$ cat config.mk
export PLATFORM = sky130hd
export DESIGN_NAME = vc_rr_stream_mux
export DESIGN_NICKNAME = d
export VERILOG_FILES = /design/src/rtl/vc_rr_stream_mux.sv
export SDC_FILE = /design/constraint.sdc
export NUM_CORES = 1
export LEC_CHECK = 0
export ABC_AREA = 0
export BUFFER_PORTS_ARGS = -buffer_cell sky130_fd_sc_hd__buf_2
export CAP_MARGIN = 25
export CELL_PAD_IN_SITES_DETAIL_PLACEMENT = 1
export CELL_PAD_IN_SITES_GLOBAL_PLACEMENT = 1
export CORE_MARGIN = 8
export CORE_UTILIZATION = 31
export DETAILED_ROUTE_END_ITERATION = 6
export GPL_ROUTABILITY_DRIVEN = 1
export PLACE_DENSITY = 0.89
export SYNTH_ARGS = -nofsm -noshare
export SYNTH_HDL_FRONTEND = slang
export SYNTH_SLANG_ARGS = --single-unit
export TNS_END_PERCENT = 50
$ cat constraint.sdc
create_clock -name clk -period 5.2 [get_ports clk]
set_input_delay 1.04 -clock clk [delete_from_list [all_inputs] [get_ports clk]]
set_output_delay 1.04 -clock clk [all_outputs]
set_load 0.1 [all_outputs]
$ cat src/rtl/vc_rr_stream_mux.sv
// ============================================================================
// vc_rr_stream_mux
//
// Round-robin N-input stream multiplexer with val/rdy handshakes.
// A round-robin arbiter picks one valid input channel each cycle. The
// winning message is registered together with the id of its source channel.
// There is one cycle of latency from input acceptance to out_msg.
//
// Build option:
//   VC_RR_STREAM_MUX_SKID_EN  undefined -> 1-entry pipe register. in_rdy
//                                          depends combinationally on out_rdy.
//                             defined   -> 2-entry skid FIFO. in_rdy depends
//                                          only on registered state.
//
// Parameters:
//   p_nbits     message width in bits
//   p_ninputs   number of input channels (>= 1, any value)
//   c_sel_nbits width of channel ids, max(1, clog2(p_ninputs))
//
// Ports:
//   clk      clock; all state updates on its rising edge
//   reset    synchronous, active-high reset
//   in_val   per-channel valid
//   in_rdy   per-channel ready; at most one bit is set
//   in_msg   flattened input messages; channel i is [i*p_nbits +: p_nbits]
//   out_val  output valid
//   out_rdy  downstream ready
//   out_msg  registered output message
//   out_sel  source channel of out_msg
// ============================================================================
module vc_rr_stream_mux #(
    parameter int p_nbits   = 32,
    parameter int p_ninputs = 4,
    localparam int c_sel_nbits = (p_ninputs > 1) ? $clog2(p_ninputs) : 1
) (
    input  logic                           clk,
    input  logic                           reset,
    input  logic [p_ninputs-1:0]           in_val,
    output logic [p_ninputs-1:0]           in_rdy,
    input  logic [p_ninputs*p_nbits-1:0]   in_msg,
    output logic                           out_val,
    input  logic                           out_rdy,
    output logic [p_nbits-1:0]             out_msg,
    output logic [c_sel_nbits-1:0]         out_sel
);

    // One extra bit so that ptr + offset never overflows before the wrap.
    localparam int c_sum_nbits = c_sel_nbits + 1;
    localparam logic [c_sel_nbits-1:0] c_last_idx = c_sel_nbits'(p_ninputs - 1);

    // ------------------------------------------------------------------------
    // Unflatten the input message bus
    // ------------------------------------------------------------------------
    logic [p_nbits-1:0] in_msg_arr [p_ninputs];

    for (genvar gi = 0; gi < p_ninputs; gi++) begin : g_unpack
        assign in_msg_arr[gi] = in_msg[gi*p_nbits +: p_nbits];
    end

    // ------------------------------------------------------------------------
    // Round-robin arbiter
    // ------------------------------------------------------------------------
    logic [c_sel_nbits-1:0] ptr_q;
    logic [c_sel_nbits-1:0] ptr_d;
    logic [c_sel_nbits-1:0] grant_idx;
    logic [c_sel_nbits-1:0] grant_next_ptr;
    logic                   grant_any;
    logic                   enq_ok;
    logic                   in_xfer;

    // (base + off) mod p_ninputs, where base and off are both < p_ninputs.
    function automatic logic [c_sel_nbits-1:0] wrap_add(
        input logic [c_sel_nbits-1:0] base,
        input int                     off
    );
        logic [c_sum_nbits-1:0] sum;
        sum = {1'b0, base} + c_sum_nbits'(off);
        if (sum >= c_sum_nbits'(p_ninputs)) begin
            sum = sum - c_sum_nbits'(p_ninputs);
        end
        return sum[c_sel_nbits-1:0];
    endfunction

    // The loop scans offsets from the far end down to 0. The last hit
    // therefore wins, which is the valid channel closest to ptr_q.
    always_comb begin
        grant_any = 1'b0;
        grant_idx = '0;
        for (int k = p_ninputs - 1; k >= 0; k--) begin
            if (in_val[wrap_add(ptr_q, k)]) begin
                grant_any = 1'b1;
                grant_idx = wrap_add(ptr_q, k);
            end
        end
    end

    assign grant_next_ptr = (grant_idx == c_last_idx) ? '0
                                                      : grant_idx + c_sel_nbits'(1);

    assign in_xfer = grant_any && enq_ok && !reset;

    for (genvar gi = 0; gi < p_ninputs; gi++) begin : g_rdy
        assign in_rdy[gi] = in_xfer && (grant_idx == c_sel_nbits'(gi));
    end

    // The pointer only advances when an input transfer is accepted.
    always_comb begin
        ptr_d = ptr_q;
        if (in_xfer) begin
            ptr_d = grant_next_ptr;
        end
    end

    always_ff @(posedge clk) begin
        if (reset) begin
            ptr_q <= '0;
        end else begin
            ptr_q <= ptr_d;
        end
    end

`ifdef VC_RR_STREAM_MUX_SKID_EN
    // ------------------------------------------------------------------------
    // Output stage: 2-entry FIFO (skid buffer)
    // ------------------------------------------------------------------------
    logic [p_nbits-1:0]     stor_msg_q [2];
    logic [c_sel_nbits-1:0] stor_sel_q [2];
    logic [1:0]             count_q;
    logic [1:0]             count_d;
    logic                   head_q;
    logic                   head_d;
    logic                   wr_idx;
    logic                   deq;

    // in_rdy depends only on the registered occupancy, not on out_rdy.
    assign enq_ok = (count_q != 2'd2);
    assign deq    = (count_q != 2'd0) && out_rdy;
    // Enqueue is only possible with count 0 or 1, so the tail is head + count.
    assign wr_idx = head_q ^ count_q[0];

    always_comb begin
        count_d = count_q;
        head_d  = head_q;
        if (in_xfer && !deq) begin
            count_d = count_q + 2'd1;
        end else if (!in_xfer && deq) begin
            count_d = count_q - 2'd1;
        end
        if (deq) begin
            head_d = ~head_q;
        end
    end

    always_ff @(posedge clk) begin
        if (reset) begin
            count_q <= 2'd0;
            head_q  <= 1'b0;
            for (int e = 0; e < 2; e++) begin
                stor_msg_q[e] <= '0;
                stor_sel_q[e] <= '0;
            end
        end else begin
            count_q <= count_d;
            head_q  <= head_d;
            if (in_xfer) begin
                stor_msg_q[wr_idx] <= in_msg_arr[grant_idx];
                stor_sel_q[wr_idx] <= grant_idx;
            end
        end
    end

    assign out_val = (count_q != 2'd0);
    assign out_msg = stor_msg_q[head_q];
    assign out_sel = stor_sel_q[head_q];
`else
    // ------------------------------------------------------------------------
    // Output stage: 1-entry pipe register
    // ------------------------------------------------------------------------
    logic                   full_q;
    logic                   full_d;
    logic [p_nbits-1:0]     msg_q;
    logic [p_nbits-1:0]     msg_d;
    logic [c_sel_nbits-1:0] sel_q;
    logic [c_sel_nbits-1:0] sel_d;

    // A full register can still accept a new message if it is drained in
    // the same cycle. This gives 1 msg/cycle, at the cost of a combinational
    // path from out_rdy to in_rdy.
    assign enq_ok = !full_q || out_rdy;

    always_comb begin
        full_d = full_q;
        msg_d  = msg_q;
        sel_d  = sel_q;
        if (in_xfer) begin
            full_d = 1'b1;
            msg_d  = in_msg_arr[grant_idx];
            sel_d  = grant_idx;
        end else if (out_rdy) begin
            full_d = 1'b0;
        end
    end

    always_ff @(posedge clk) begin
        if (reset) begin
            full_q <= 1'b0;
            msg_q  <= '0;
            sel_q  <= '0;
        end else begin
            full_q <= full_d;
            msg_q  <= msg_d;
            sel_q  <= sel_d;
        end
    end

    assign out_val = full_q;
    assign out_msg = msg_q;
    assign out_sel = sel_q;
`endif

endmodule

# Word-level counts from Yosys, hierarchy flattened
# Index checks and enable logic that the tools add are counted.
op_classes:
  n_lt_le_gt_ge: 9
  muxes: 26
  n_reduce_logical: 11
  eq_ne: 3
  n_bitwise: 1
  addsub: 8
ops:
  columns: ["operator", "n"]
  rows:
  - ["$bmux 32 s2", 1]
  - ["$mux 32", 2]
  - ["$mux 2", 9]
  - ["$ge 3x3->1 const B", 4]
  - ["$lt 2x3->1 const B", 4]
  - ["$mux 1", 10]
  - ["$bmux 1 s2", 4]
  - ["$sub 2x1->2 const B", 4]
  - ["$add 2x2->3 const B", 2]
  - ["$logic_and 1x1->1", 6]
  - ["$eq 2x2->1 const B", 2]
  - ["$add 2x1->3 const B", 1]
  - ["$ge 2x3->1 const B", 1]
  - ["$not 2->3", 1]
  - ["$add 2x1->2 const B", 1]
  - ["$eq 2x1->1 const B", 1]
  - ["$logic_not 1->1", 2]
  - ["$logic_not 2->1", 1]
  - ["$reduce_bool 2->1", 1]
  - ["$logic_or 1x1->1", 1]
word_totals:
  elab_cells: 62
  in_bits: 135
  ff_bits: 37
  out_inout_bits: 39

# Logic depth before layout (Yosys ltp)
# Gate-level depths: netlist (run 1).
logic_depth:
  ltp_word: 13
  ltp_mapped: 7
  depth_no_buf: 6

# Least setup slack after synthesis (run 1)
# No wires, ideal clock.
synth_path:
  path_kind: "input-to-output"
  from: "input port in_val[2]"
  to: "output port in_rdy[1]"
  n_path_buf: 2
  stages: 7
  path_slack_ps: -276
  required_time_ps: 4160
  t_arrival_ps: 4436
  path_cell_list: "nor2b_1 -> or4b_4 -> nand2_4 -> buf_12 -> buf_6 -> ha_1 -> nor3b_1"
synth_between:
  elab_chain_len: 9
  word_cells_on_any_way: 20
  cone_classes: "1 x eq/ne; 16 x mux; 3 x reduce/logical"
synth_lines:
  columns: ["element", "line", "rtl"]
  rows:
  - ["from (decl)", "38", "input logic [p_ninputs-1:0] in_val,"]
  - ["$bmux 1 s2", "90", "if (in_val[wrap_add(ptr_q, k)]) begin"]
  - ["$mux 1 (implied by the code)", "90", null]
  - ["$mux 1 (4 in series)", "90", null]
  - ["$logic_and 1x1->1 (2 in series)", "100", "assign in_xfer = grant_any && enq_ok && !reset;"]
  - ["$logic_and 1x1->1 *", "103", "assign in_rdy[gi] = in_xfer && (grant_idx == c_sel_nbits'(gi));"]
  - ["to (decl)", "39", "output logic [p_ninputs-1:0] in_rdy,"]
# Mark *: on every way between the ends. The rest lies on a longest branch, timed or not. The select of a mux whose other input is x is not followed.

# Final worst setup path (run 1)
# Same ends and word-level chain as after synthesis.

==> impl_metrics.tcl, run 1 <==
set metrics [dict create \
    cts.hold.buffers_added 0 \
    gp_congestion 0.769 \
    period_minus_slack_ns 4.14 \
    met1_length_mm 2.96 \
    path_clk_slew_ns 0.08 \
    cp_data_required_time_ns 4.16 \
    status "complete, no violations" \
    cp-start-kind "primary input" \
    stdcell_area_mm2 0.00337 \
    whs_ns 0.465 \
    clk_latency_ns 0.28 \
    die_w_um 103 \
    die_area_mm2 0.0105 \
    synth.distinct_cells 27 \
    avgSynthCellArea_um2 10.6 \
    hold_path.class "register to register" \
    post_dp_cell_area_mm2 0.00323 \
    rsz0062_at_grt "no" \
    power_density_mw_per_mm2 401 \
    ant_nets 0 \
    drive_above_1_share_pct 57.3 \
    grt_usage_pct 16.0 \
    post-route-period-util_pct 79.7 \
    cts_tree "done" \
    cap_violations 0 \
    vdd_drop_max_v 0.000141 \
    hold_path_depth 2 \
    start_util_pct 32.1 \
    ctsHtreeMaxLevel 2 \
    numCtsBuffers 5 \
    clkSinkCount 37 \
    die_y_um 103 \
    drt_iter0_drc 53 \
    crit_path_max_fanout 32 \
    first_global_vias 2723 \
    rows 31 \
    drt-total-wl_mm 8.69 \
    nNetsFinal 524 \
    timing_hold_violations_final 0 \
    preCtsSetupSlack_ns 1.03 \
    grt_max_degree 37 \
    cts_root_buf "clkbuf_8" \
    n_antenna_cell 0 \
    area_growth_pct 44.8 \
    seq_area_frac_synth_pct 31.8 \
    ys_ff_latch 37 \
    arrival_ns 3.10 \
    post_drt_via_cell_ratio 4.92 \
    antenna_found_initial 0 \
    grt_overflow_total 0 \
    synth_nets 356 \
    slew_violations 0 \
    clockBufferDepth 2 \
    top_layer "met4" \
    instances_no_fill 488 \
    cts.repair.resized 0 \
    num_io_pins 174 \
    grt_first_pass_wirelength_mm 13.2 \
    synth_warnings 0 \
    worstSetupEndpointType "primary output" \
    layout_setup_ws_ns 1.06 \
    power_leakage_uw 0.00164 \
    skew_ns 0.0104 \
    reg2reg_depth 6 \
    wl_met3_um 705 \
    io_buffers 173 \
    drc_errors 0 \
    met2_length_mm 4.93 \
    synth_cells 220 \
    dr.pass1.iters 5 \
    dr_total_vias 2402 \
    clock.fmax_ghz 0.241 \
    dp_hpwl_mm 7.29 \
    post_cts.repair.setup_buffers 0 \
    setup_tns_ns 0 \
    place_inst 480 \
    finalSetupViolCount 0 \
    worst_slew_pin_slew_ns 0.655 \
    relSlewSlack_pct 56.3 \
    wl_per_cell_um 17.8 \
    core-area_mm2 0.00725 \
    synth_area_mm2 0.00233 \
    worst-setup-path-type "primary input to primary output" \
]
-- kinds of logic (layout without fill, tap and decap cells) --
family,Yosys count,count (layout),synth area share [%]
muxes,64,64,27.5
and+or+nand+nor,56,56,11.0
AOI/OAI and AO/OA,42,42,22.5
DFF,37,37,31.8
buffers and inverters,20,189,6.56
adders and majority gates,1,1,0.538
-- path summary, 6_finish.rpt --
kind                   start           to  slack (ns)
setup / recovery   in_val[2]    in_rdy[1]        1.06
hold reg to reg   out_msg[6]   out_msg[6]        0.47
hold / removal    out_msg[6]   out_msg[6]        0.47
setup reg to reg    ptr_q[0]  out_msg[21]        2.56
-- critical path: stages --
cell and delay [ns]:
buf_2 0.11, nor2b_1 0.14, or4b_4 0.57, nand2_4 0.41, ha_1 0.23, nor3b_2 0.14, buf_2 0.44
-- layout by cell type, fill, tap and decap left out, types with 2 or more instances in the layout --
master and instances:
nor2b_1 4, o221ai_1 3, buf_4 5, mux2i_1 64
bufinv_16 2, o221ai_2 29, clkbuf_8 5, inv_1 2
nor2_1 8, buf_2 173, nand2_1 35, dfxtp_1 37
a21oi_1 6
-- cell usage after synthesis (all sizes together) --
library cell / instances / area [µm²]
nor4: 1 / 6.26
inv: 2 / 7.51
nor3: 1 / 5.00
or4b: 1 / 13.8
or3: 1 / 6.26
a21boi: 1 / 7.51
a21o: 1 / 7.51
buf: 12 / 115
a211oi: 1 / 7.51
clkbuf: 6 / 30.0
nor3b: 1 / 7.51
mux2i: 64 / 641
a21oi: 6 / 30.0
o221ai: 32 / 462
ha: 1 / 12.5
nor2b: 4 / 25.0
o32a: 1 / 10.0
or4: 1 / 11.3
nor2: 9 / 33.8
nand2: 37 / 146
dfxtp: 37 / 741
-- registers in the layout (all words and copies together), names as in the netlist --
signal and count:
ptr_q 2, out_sel 2, out_msg 32, out_val 1
-- through the flow --
step,utilization [%],total power (µW)
after floorplan,-,942
after global placement,44.4,1050
after detailed placement,44.6,1070
after CTS,46.4,1370
after global routing,46.4,1410
final,46.4,1350
-- cell type report --
type                            instances  area, µm²
Multi-Input combinational cell        163       1440
Fill cell                             904       3880
Clock buffer                            5       68.8
Tap cell                               99        124
Clock inverter                          3       65.1
Sequential cell                        37        741
Timing Repair Buffer                  179        918
Inverter                                2       7.51
-- power breakdown --
part,total [µW],switching (µW),internal [µW]
clock,294,103,191
sequential,356,25.0,331
combinational,701,520,182
-- layer usage --
layer / global-route usage [%] / vias to the layer above
li1: - / 1164
met1: 15.1 / 1138
met2: 31.9 / 94
met3: 5.40 / 6
met4: 3.61 / 0
met5: 0 / -
Note: power is estimated with default switching activity, not from simulation.
==> run 2, diff against run 1 <==
--- a/config.mk
+++ b/config.mk
@@ -11,10 +11,10 @@
 export CELL_PAD_IN_SITES_DETAIL_PLACEMENT = 1
 export CELL_PAD_IN_SITES_GLOBAL_PLACEMENT = 1
 export CORE_MARGIN = 8
-export CORE_UTILIZATION = 31
+export CORE_UTILIZATION = 28
 export DETAILED_ROUTE_END_ITERATION = 6
 export GPL_ROUTABILITY_DRIVEN = 1
-export PLACE_DENSITY = 0.89
+export PLACE_DENSITY = 0.82
 export SYNTH_ARGS = -nofsm -noshare
 export SYNTH_HDL_FRONTEND = slang
 export SYNTH_SLANG_ARGS = --single-unit
==> constraint.sdc (replaced) <==
create_clock -name clk -period 4.3 [get_ports clk]
set_input_delay 0.86 -clock clk [delete_from_list [all_inputs] [get_ports clk]]
set_output_delay 0.86 -clock clk [all_outputs]
set_load 0.1 [all_outputs]
==> run 2 against run 1 <==
  * Routed wire length fell by 1.6%
  * Non-clock buffer count is the same
  * Clock power fell by 16%
  * Critical path depth stayed put
  * Die area grew 9.0%
  * Combinational power increased by 21%
  * Critical path type unchanged
  * Largest cell class unchanged
==> impl_metrics.tcl, run 2 (synthesis gave the netlist of run 1 again) <==
set metrics [dict create \
    num_io_pins 174 \
    largest_reg_flops 32 \
    crit_path_max_fanout 4 \
    path_clk_slew_ns 0.07 \
    met1_length_mm 3.22 \
    dr.pass1.iters 4 \
    vdd_drop_max_v 0.000175 \
    worst_slew_pin_slew_ns 0.729 \
    post_dp_cell_area_mm2 0.00325 \
    relSlewSlack_pct 51.4 \
    place_inst 486 \
    worstPathCellList "buf_2 -> nor2b_1 -> a21boi_0 -> o32a_1 -> or3_2 -> nor2_1 -> buf_2" \
    n_antenna_cell 0 \
    clockBufferDepth 2 \
    cp_data_required_time_ns 3.44 \
    io_buffers 173 \
    core-area_mm2 0.00813 \
    cts.hold.buffers_added 0 \
    worst-setup-path-type "primary input to primary output" \
    post_drt_via_cell_ratio 4.82 \
    dr_total_vias 2376 \
    power_density_mw_per_mm2 458 \
    mostFrequentLayoutCell "buf_2" \
    clkSinkCount 37 \
    grt_max_degree 44 \
    start_util_pct 28.6 \
    post_cts.repair.setup_buffers 0 \
    cts_root_buf "clkbuf_8" \
    die_w_um 107 \
    gp_congestion 0.729 \
    wl_met3_um 816 \
    cts_tree "done" \
    status "complete, no violations" \
    arrival_ns 2.66 \
    cap_violations 0 \
    instances_no_fill 493 \
    power_leakage_uw 0.00161 \
    rows 33 \
    numCtsBuffers 5 \
    wl_per_cell_um 17.3 \
    max_stage_delay_ns 0.49 \
    setup_tns_ns 0 \
    antenna_found_initial 0 \
    crit_top_cell "buf_2" \
    grt_first_pass_wirelength_mm 13.7 \
    met2_length_mm 4.47 \
    cp-start-kind "primary input" \
    finalSetupViolCount 0 \
    drc_errors 0 \
    nNetsFinal 524 \
    rsz0062_at_grt "no" \
    regArea_um2 741 \
    die_area_mm2 0.0115 \
    hold_path.class "register to register" \
    multi_input_comb_area_mm2 0.00144 \
    slew_violations 0 \
    drt_iter0_drc 46 \
    mostFrequentLayoutCells "buf_2 (172), mux2i_1 (64), dfxtp_1 (37)" \
    ctsHtreeMaxLevel 2 \
    dp_hpwl_mm 7.06 \
    first_global_vias 2798 \
    grt_usage_pct 14.7 \
    ant_nets 0 \
    fillers 989 \
    worstSetupEndpointType "primary output" \
    skew_ns 0.00613 \
    area_growth_pct 43.4 \
    drive_above_1_share_pct 57.0 \
    period_minus_slack_ns 3.52 \
    stdcell_area_mm2 0.00334 \
    die_y_um 107 \
    cpMaxStageDelayCell "or3_2" \
    cts.repair.resized 0 \
    grt_overflow_total 0 \
    top_layer "met4" \
    timing_hold_violations_final 0 \
    clock.fmax_ghz 0.284 \
    clk_latency_ns 0.28 \
    post-route-period-util_pct 81.8 \
    drt-total-wl_mm 8.55 \
]
==> run 2: cell types whose count changed in the layout (fill, tap and decap cells not counted) <==
cell / delta
bufinv_16: -2
buf_12: +1
buf_2: -1
buf_4: +1
buf_8: -1
clkbuf_1: +1
clkbuf_8: +1
clkinv_2: -1
==> run 2: final timing paths <==
check | from | to | slack, ns | cells past startpoint
max | in_val[2] | in_rdy[0] | 0.78 | 7
min | out_msg[12] | out_msg[12] | 0.47 | 2
max reg2reg | ptr_q[0] | out_msg[2] | 1.55 | 7
min reg2reg | out_msg[12] | out_msg[12] | 0.47 | 2
==> run 2: area by class of cell <==
cell class                 instances  area share [%]
tap                              105            3.94
inverter                           2           0.225
sequential                        37            22.2
multi-input combinational        163            43.3
timing repair buffer             179            27.8
clock buffer                       7            2.59
==> run 2: stage by stage <==
stage | hold WS (ns) | total power (µW) | setup WS [ns] | util [%]
after detailed placement | 0.449 | 1300 | 0.770 | 39.9
final | 0.467 | 1530 | 0.783 | 41.0
after CTS | 0.471 | 1550 | 0.761 | 41.0
after global routing | 0.491 | 1610 | 0.613 | 41.0
after global placement | 0.439 | 1280 | 0.797 | 39.9
after floorplan | 0.482 | 1140 | 0.0860 | -
==> run 2: metal layers <==
layer,GRT usage (%),vias to the layer above
met5,0,-
met4,2.41,0
met3,5.82,4
met2,27.9,106
met1,14.7,1099
li1,-,1167
==> run 2: power breakdown <==
part           internal (µW)  total, µW  switching [µW]
combinational            223        851             628
sequential               400        431            30.8
clock                    127        247             119
==> run 2: worst max-delay path, delay by kind of cell <==
kind	cells	cell delay (ns)
AO/OA/AOI/OAI	2	0.52
buffers and inverters	2	0.55
AND/OR/NAND/NOR	3	0.73
